--- config.mk ---
export PLATFORM = sky130hd
export DESIGN_NAME = micro_sequencer
export DESIGN_NICKNAME = d
export VERILOG_FILES = /design/src/rtl/micro_sequencer.sv
export SDC_FILE = /design/constraint.sdc
export NUM_CORES = 1
export LEC_CHECK = 0
export BUFFER_PORTS_ARGS = -buffer_cell sky130_fd_sc_hd__buf_2
export CAP_MARGIN = 20
export CORE_ASPECT_RATIO = 2
export CORE_MARGIN = 4
export CORE_UTILIZATION = 50
export CTS_CLUSTER_SIZE = 8
export DETAILED_ROUTE_END_ITERATION = 10
export PLACE_DENSITY_LB_ADDON = 0.12
export SKIP_CTS_REPAIR_TIMING = 1
export SYNTH_ARGS = -nofsm -noshare
export SYNTH_HDL_FRONTEND = slang
export SYNTH_SLANG_ARGS = --single-unit
--- constraint.sdc ---
create_clock -name clk -period 6.25 [get_ports clk]
set_clock_uncertainty 0.05 [all_clocks]
set_input_delay 0.9375 -clock clk [delete_from_list [all_inputs] [get_ports clk]]
set_output_delay 0.9375 -clock clk [all_outputs]
set_load 0.005 [all_outputs]
--- src/rtl/micro_sequencer.sv ---
// Microprogram sequencer: walks a combinational ROM and supports jumps, conditional
// branches, a small return stack and delay slots.
//
// state  | meaning
// -------+---------------------------------------------------------------
// S_IDLE | after reset, waiting for start
// S_RUN  | decoding instr at addr every cycle
// S_WAIT | DLY in progress, addr held while wait_cnt counts down
// S_HALT | stopped by a HALT op or a stack fault, waiting for start
module micro_sequencer #(
  parameter int ADDR_W      = 5,
  parameter int STACK_DEPTH = 4
) (
  input  logic              clk,
  input  logic              nReset,
  input  logic              start,
  input  logic [7:0]        instr,
  input  logic              cy_flag,
  input  logic              z_flag,
  output logic [ADDR_W-1:0] addr,
  output logic              exec_en,
  output logic              busy,
  output logic              halted,
  output logic              err
);

  localparam int SP_W = $clog2(STACK_DEPTH) + 1;

  localparam logic [2:0] OP_NEXT = 3'b000;
  localparam logic [2:0] OP_JMP  = 3'b001;
  localparam logic [2:0] OP_JC   = 3'b010;
  localparam logic [2:0] OP_JZ   = 3'b011;
  localparam logic [2:0] OP_CALL = 3'b100;
  localparam logic [2:0] OP_RET  = 3'b101;
  localparam logic [2:0] OP_DLY  = 3'b110;
  localparam logic [2:0] OP_HALT = 3'b111;

  typedef enum logic [1:0] {S_IDLE, S_RUN, S_WAIT, S_HALT} state_t;

  state_t            state;
  logic [SP_W-1:0]   sp;
  logic [4:0]        wait_cnt;
  logic [ADDR_W-1:0] stack [STACK_DEPTH];

  logic [2:0]        op;
  logic [4:0]        operand;
  logic [ADDR_W-1:0] target;
  logic [ADDR_W-1:0] addr_inc;
  logic [SP_W-1:0]   sp_dec;
  logic              stack_full;
  logic              stack_empty;

  assign op          = instr[7:5];
  assign operand     = instr[4:0];
  assign target      = ADDR_W'(operand);
  assign addr_inc    = addr + ADDR_W'(1);
  assign sp_dec      = sp - SP_W'(1);
  assign stack_full  = (sp == SP_W'(STACK_DEPTH));
  assign stack_empty = (sp == '0);

  // exec_en follows the microword currently presented, so it is a decode of
  // the registered state and the ROM output rather than a registered copy.
  assign exec_en = (state == S_RUN) && ((op == OP_NEXT) || (op == OP_DLY));
  assign busy    = (state == S_RUN) || (state == S_WAIT);
  assign halted  = (state == S_HALT);

  // Stack storage carries no reset; sp guards every read.
  always_ff @(posedge clk) begin
    if (!nReset && state == S_RUN && op == OP_CALL && !stack_full)
      stack[sp[SP_W-2:0]] <= addr_inc;
  end

  always_ff @(posedge clk) begin
    if (nReset) begin
      state    <= S_IDLE;
      addr     <= '0;
      sp       <= '0;
      wait_cnt <= '0;
      err      <= 1'b0;
    end else begin
      case (state)
        S_IDLE, S_HALT: begin
          if (start) begin
            state    <= S_RUN;
            addr     <= '0;
            sp       <= '0;
            wait_cnt <= '0;
            err      <= 1'b0;
          end
        end
        S_RUN: begin
          case (op)
            OP_NEXT: addr <= addr_inc;
            OP_JMP:  addr <= target;
            OP_JC:   addr <= cy_flag ? target : addr_inc;
            OP_JZ:   addr <= z_flag ? target : addr_inc;
            OP_CALL: begin
              if (stack_full) begin
                err   <= 1'b1;
                state <= S_HALT;
              end else begin
                sp   <= sp + SP_W'(1);
                addr <= target;
              end
            end
            OP_RET: begin
              if (stack_empty) begin
                err   <= 1'b1;
                state <= S_HALT;
              end else begin
                sp   <= sp_dec;
                addr <= stack[sp_dec[SP_W-2:0]];
              end
            end
            OP_DLY: begin
              if (operand == 5'd0) begin
                addr <= addr_inc;
              end else begin
                wait_cnt <= operand;
                state    <= S_WAIT;
              end
            end
            OP_HALT: state <= S_HALT;
            default: state <= S_HALT;
          endcase
        end
        S_WAIT: begin
          // Leaving at count 1 makes DLY n occupy n cycles after its issue cycle.
          if (wait_cnt <= 5'd1) begin
            wait_cnt <= '0;
            addr     <= addr_inc;
            state    <= S_RUN;
          end else begin
            wait_cnt <= wait_cnt - 5'd1;
          end
        end
        default: state <= S_IDLE;
      endcase
    end
  end

endmodule

### Yosys cells after proc, flatten, opt, wreduce, memory -nomap -nowiden

Memories as Yosys holds them, arrays and structs flattened.
Cells that the tools add are included.
Widths: inputs -> output; s select.

* bits in registers: 16
* logic and storage cells: 86
* memories kept: 1
* input port bits: 13
* output and inout port bits: 9
* bits in writable memories: 20

* multiplexer cells: 32
* equal/unequal tests: 24
* $lt $le $gt $ge: 1
* add/sub/neg operators: 4
* reductions and logical operators: 19

Memories
* stack: depth 4, width 5, read ports 1, clocked after Yosys merged registers in 0, write ports 1, RTL line 43 `logic [ADDR_W-1:0] stack [STACK_DEPTH];`

Operators with widths (count)
* $mux 5: 10
* $pmux 5 s7: 1
* $pmux 5 s3: 2
* $eq 3x3->1 const B: 5
* $ne 3x3->1 const B: 5
* $pmux 3 s2: 2
* $reduce_and 6->1: 2
* $mux 2: 5
* $reduce_and 5->1: 2
* $mux 3: 3
* $ne 8x3->1 const B: 1
* $pmux 2 s4: 1
* $eq 3x2->1 const B: 2
* $logic_not 3->1: 2
* $ne 2x2->1 const B: 3
* $pmux 2 s3: 1
* $add 5x1->5 const B: 1
* $le 5x1->1 const B: 1
* $logic_not 5->1: 1
* $mux 1: 5
* $ne 5x2->1 const B: 1
* $sub 5x1->5 const B: 1
* $eq 2x2->1 const B: 2
* $logic_and 1x1->1: 4
* 14 further kinds: 17

### Logic depth before layout (Yosys ltp)

* word-level depth: 6
* mapped depth: 8
* mapped depth without buffers: 7

### Worst setup path before layout

OpenSTA, ideal clock, no wires.

* kind: input -> output
* start point: input port instr[7]
* end point: output port exec_en
* setup slack: 3.734 ns
* arrival: 1.528 ns
* buffers on the path: 1
* stages: 3
* data required time: 5.262 ns
* cell sequence: clkbuf_1 -> nor2b_1 -> nor4_1

* word-level cells in the longest chain between the ends: 3
* elaborated cells on any way between the ends: 4
* classes of those cells: eq/ne (1); reduce/logical (3)

Ends and longest elaborated chain
* start: declaration: RTL line 17 `input logic [7:0] instr,`
* $eq 3x3->1 or $logic_not 3->1 (tied branches): RTL line 63 `assign exec_en = (state == S_RUN) && ((op == OP_NEXT) || (op == OP_DLY));`
* $logic_or 1x1->1 *: RTL line 63
* $logic_and 1x1->1 *: RTL line 63
* end: declaration: RTL line 21 `output logic exec_en,`

Every way passes the cells marked *; elsewhere a longest branch is shown, timed or not.

### Worst setup path in the final report

* start point: register state[1]
* end point: output port exec_en

* word-level cells in the longest chain between the ends: 2

Ends and longest elaborated chain
* start: declaration: RTL line 40 `state_t state;`
* start signal: assignment: RTL line 75 `state <= S_IDLE;`
* start signal: assignment: RTL line 84 `state <= S_RUN;`
* start signal: assignment: RTL line 100 `state <= S_HALT;`
* $eq 2x1->1: RTL line 63
* $logic_and 1x1->1: RTL line 63

Every way passes these cells.

==> impl_results.md <==
- Adder-cell share of the synthesized area: under 10%
- Cell taking the most area after synthesis: edfxtp_1
- Hpwl dp: between 3000 and 4000 um
- Tcrit/Tclk final: 47.94%
- Antenna viol nets, final: 0
- Distinct cell type count after synthesis: 45
- Seq/Total Area, Yosys: approximately 45%
- R2R depth: 6
- CTS tree: built
- CP startpoint: state[1]
- Vias: 1493
- Initial Util: between 50% and 60%
- CP max FO: 15
- Filler cells: 359
- Worst slew pin tran: 0.6531 ns
- RSZ-0062 raised after global routing: no
- Synth top area share: 29.67%
- Height of the chip: 97.99 um
- CP endpoint kind: output port
- Number of flops mapped to enable cells by yosys: 20
- Post-synth top cells: 20 x edfxtp_1, 16 x dfxtp_1, 12 x ha_1, 12 x nor2_1, 12 x nor2b_1
- Largest cells by area after synthesis: edfxtp_1 30%, dfxtp_1 16%, ha_1 7.4%
- Core ar.: between 3000 and 4000 um2
- Slack of the critical path: 3.254 ns
- Tot Pwr: 599.0 uW
- Critical Path AT: 2.01 ns
- Register Area: 920.9 um2
- Syn_area_per_cell: 10.88 um2
- Compound-gate portion of the synthesized area: 15.88%
- Final WL: 4462 um
- RR Endpoint: stack[1][3]
- Simple-gate share of the synthesized area: 16.87%
- Final Setup Violations: 0
- Reg2reg start: sp[0]
- # Max-Cap Violations: 0
- H-tree level count: 2
- Antenna Cells: 0
- Switching share of power: 31.80%
- Pre-CTS setup slack: between 3 and 4 ns
- DRT iter0 DRCs: 35
- PortBufs: 21
- Die W: 53.00 um
- CTS clk-pin slew, worst paths: 0.07 ns
- Static leakage: between 0.0008 and 0.0009 uW
- Clock power share: 27.0%
- Gate power share: between 20% and 30%
- Critical path class: reg -> out
- Clock period minus worst slack: between 2 and 3 ns
- Growth of design area from synthesis to finish: 11.19%
- Final #Nets: 232
- Number of buffers created by CTS: 5
- HP Class: reg -> reg
- Placed Area: approximately 2200 um2
- Row cnt: 32
- Startpoint Class: flop
- Largest net degree at the start of global routing: 16
- Maximum VDD drop: slightly above 0.2 mV
- Setup slack, reg-to-reg: 3.87 ns
- Mapped Cells: ~190
- Clk sink count: 36
- Final instance area: 2251 um2
- WHS Path Cells: 2
- XOR/XNOR Fraction of Synth Area: 4.326%
- Number of global-route vias before repair: about 1600
- Seq pwr share: a little under half
- # IOs: 22
- Layout cells sized above 1: 19.71%
- Asr flop ratio synth: 0%
- Cell Int Power: 408.5 uW
- Initial antenna violation count: 0
- Post-synth top flop: edfxtp_1
- Area of the multi-input gates: 1040 um2
- Post-synthesis mux area share: 6.860%
- Initial DRT Pass Iterations: 4
- Count of state elements after synthesis: 36
- DRC Markers: 0
- Largest family of logic cells by synthesized area: simple AND/OR/NAND/NOR gates
- Vias per cell: 5.764
- First-pass GRT wire length: 7596 um
- Insertion delay to the later sink of the worst-skew pair: 0.28 ns
- Clk buf depth: 2
- CP endpoint: exec_en
- Switch Pwr: 190.4 uW
- Post-route core utilization: approximately 58%
- All-Layer GR Usage: between 15 and 20%
- Routability cong.: 0.7911
- Synthesized area: 2024 um2
- Setup TNS: 0 ns
- GRT Residual Overflow: 0
- Fin. max-slew vios: 0
- Yosys warns: 0
- Hold Fails Final Rpt: 0
- FMAX: 333.7 MHz
- Status: finished clean
- Syn Nets: approximately 210
- Clk Tree Root Cell: clkbuf_8
- DIE AREA: about 5200 um2
- CP required: 5.26 ns
- Most numerous cell in the Yosys netlist: edfxtp_1
- Power Density: around 270 nW/um2
- Average routed wire per standard cell: about 17 um
- Rel. slew slack: 56.12%
-- registers in the layout, indices dropped and copies added, names as in the netlist --
name      cells
addr          5
state         2
wait_cnt      5
err           1
sp            3
stack        20
-- through the flow --
step,hold WS [ns],instances
2_1_floorplan,0.4105,186
3_3_place_gp,0.4071,251
3_5_place_dp,0.4266,251
4_1_cts,0.4445,259
5_1_grt,0.4710,259
6_report,0.4385,259
-- worst min path at each step --
| stage | startpoint | to | slack (ns) |
|---|---|---|---|
| after floorplan | err | err | 0.41 |
| after CTS | err | err | 0.44 |
| after global placement | err | err | 0.41 |
| after detailed placement | err | err | 0.43 |
| after global routing | sp[1] | sp[1] | 0.47 |
| final | err | err | 0.44 |
-- critical path: stages, from the launching register on --
cell and delay, ns:
dfxtp_1 0.35, inv_1 0.09, ha_1 0.50, inv_1 0.27, nor4_1 0.34, buf_2 0.17
-- final cells by class --
cell class / count / share of cell area (%)
clock inverters: 3 / 0.8338
inverters: 9 / 1.501
repair buffers: 21 / 4.669
clock buffers: 5 / 3.057
flip-flops and latches: 36 / 40.91
multi-input cells: 134 / 46.19
well taps: 51 / 2.835
-- layout by cell type, fill, tap and decap left out, types with 2 or more instances in the layout --
cell,Yosys,routed
o211ai_1,2,2
xnor2_1,7,7
or3_1,2,2
clkinv_2,0,2
buf_2,3,21
nor3_1,3,3
a211oi_1,2,2
nand4b_1,2,2
o2bb2ai_1,5,5
edfxtp_1,20,20
ha_1,12,12
dfxtp_1,16,16
inv_1,9,9
nor3b_1,3,3
nor2b_1,12,12
a22oi_1,5,5
nand2_1,11,11
nor4_1,2,2
clkbuf_8,0,5
o21a_1,2,2
a21boi_0,3,3
mux4_2,5,5
xor2_1,3,3
a221oi_1,4,4
and2_1,5,5
a21oi_1,3,3
nor2_1,12,12
o21ai_0,8,8
nand3_1,4,4
-- layer usage --
layer | share of wire (%) | GRT usage (%) | up-vias
met2 | 58 | 36.69 | 28
li1 | - | - | 734
met1 | 37 | 20.85 | 723
met5 | 0 | 0 | -
met3 | 2.4 | 3.206 | 8
met4 | 2.0 | 7.087 | 0
-- logic make-up after synthesis --
group,after synthesis
simple gates,62
fa+ha+maj,12
flops,36
mux,7
compound gates,43
xor+xnor,10
buf+inv,16
-- power by group through the flow --
stage	clock, uW	combinational (uW)	sequential [uW]
after global routing	175	181	277
after detailed placement	0	161	281
after CTS	165	163	276
final	162	162	275
after global placement	0	158	279
after floorplan	0	126	273
Note: power is estimated with default switching activity, not from simulation.
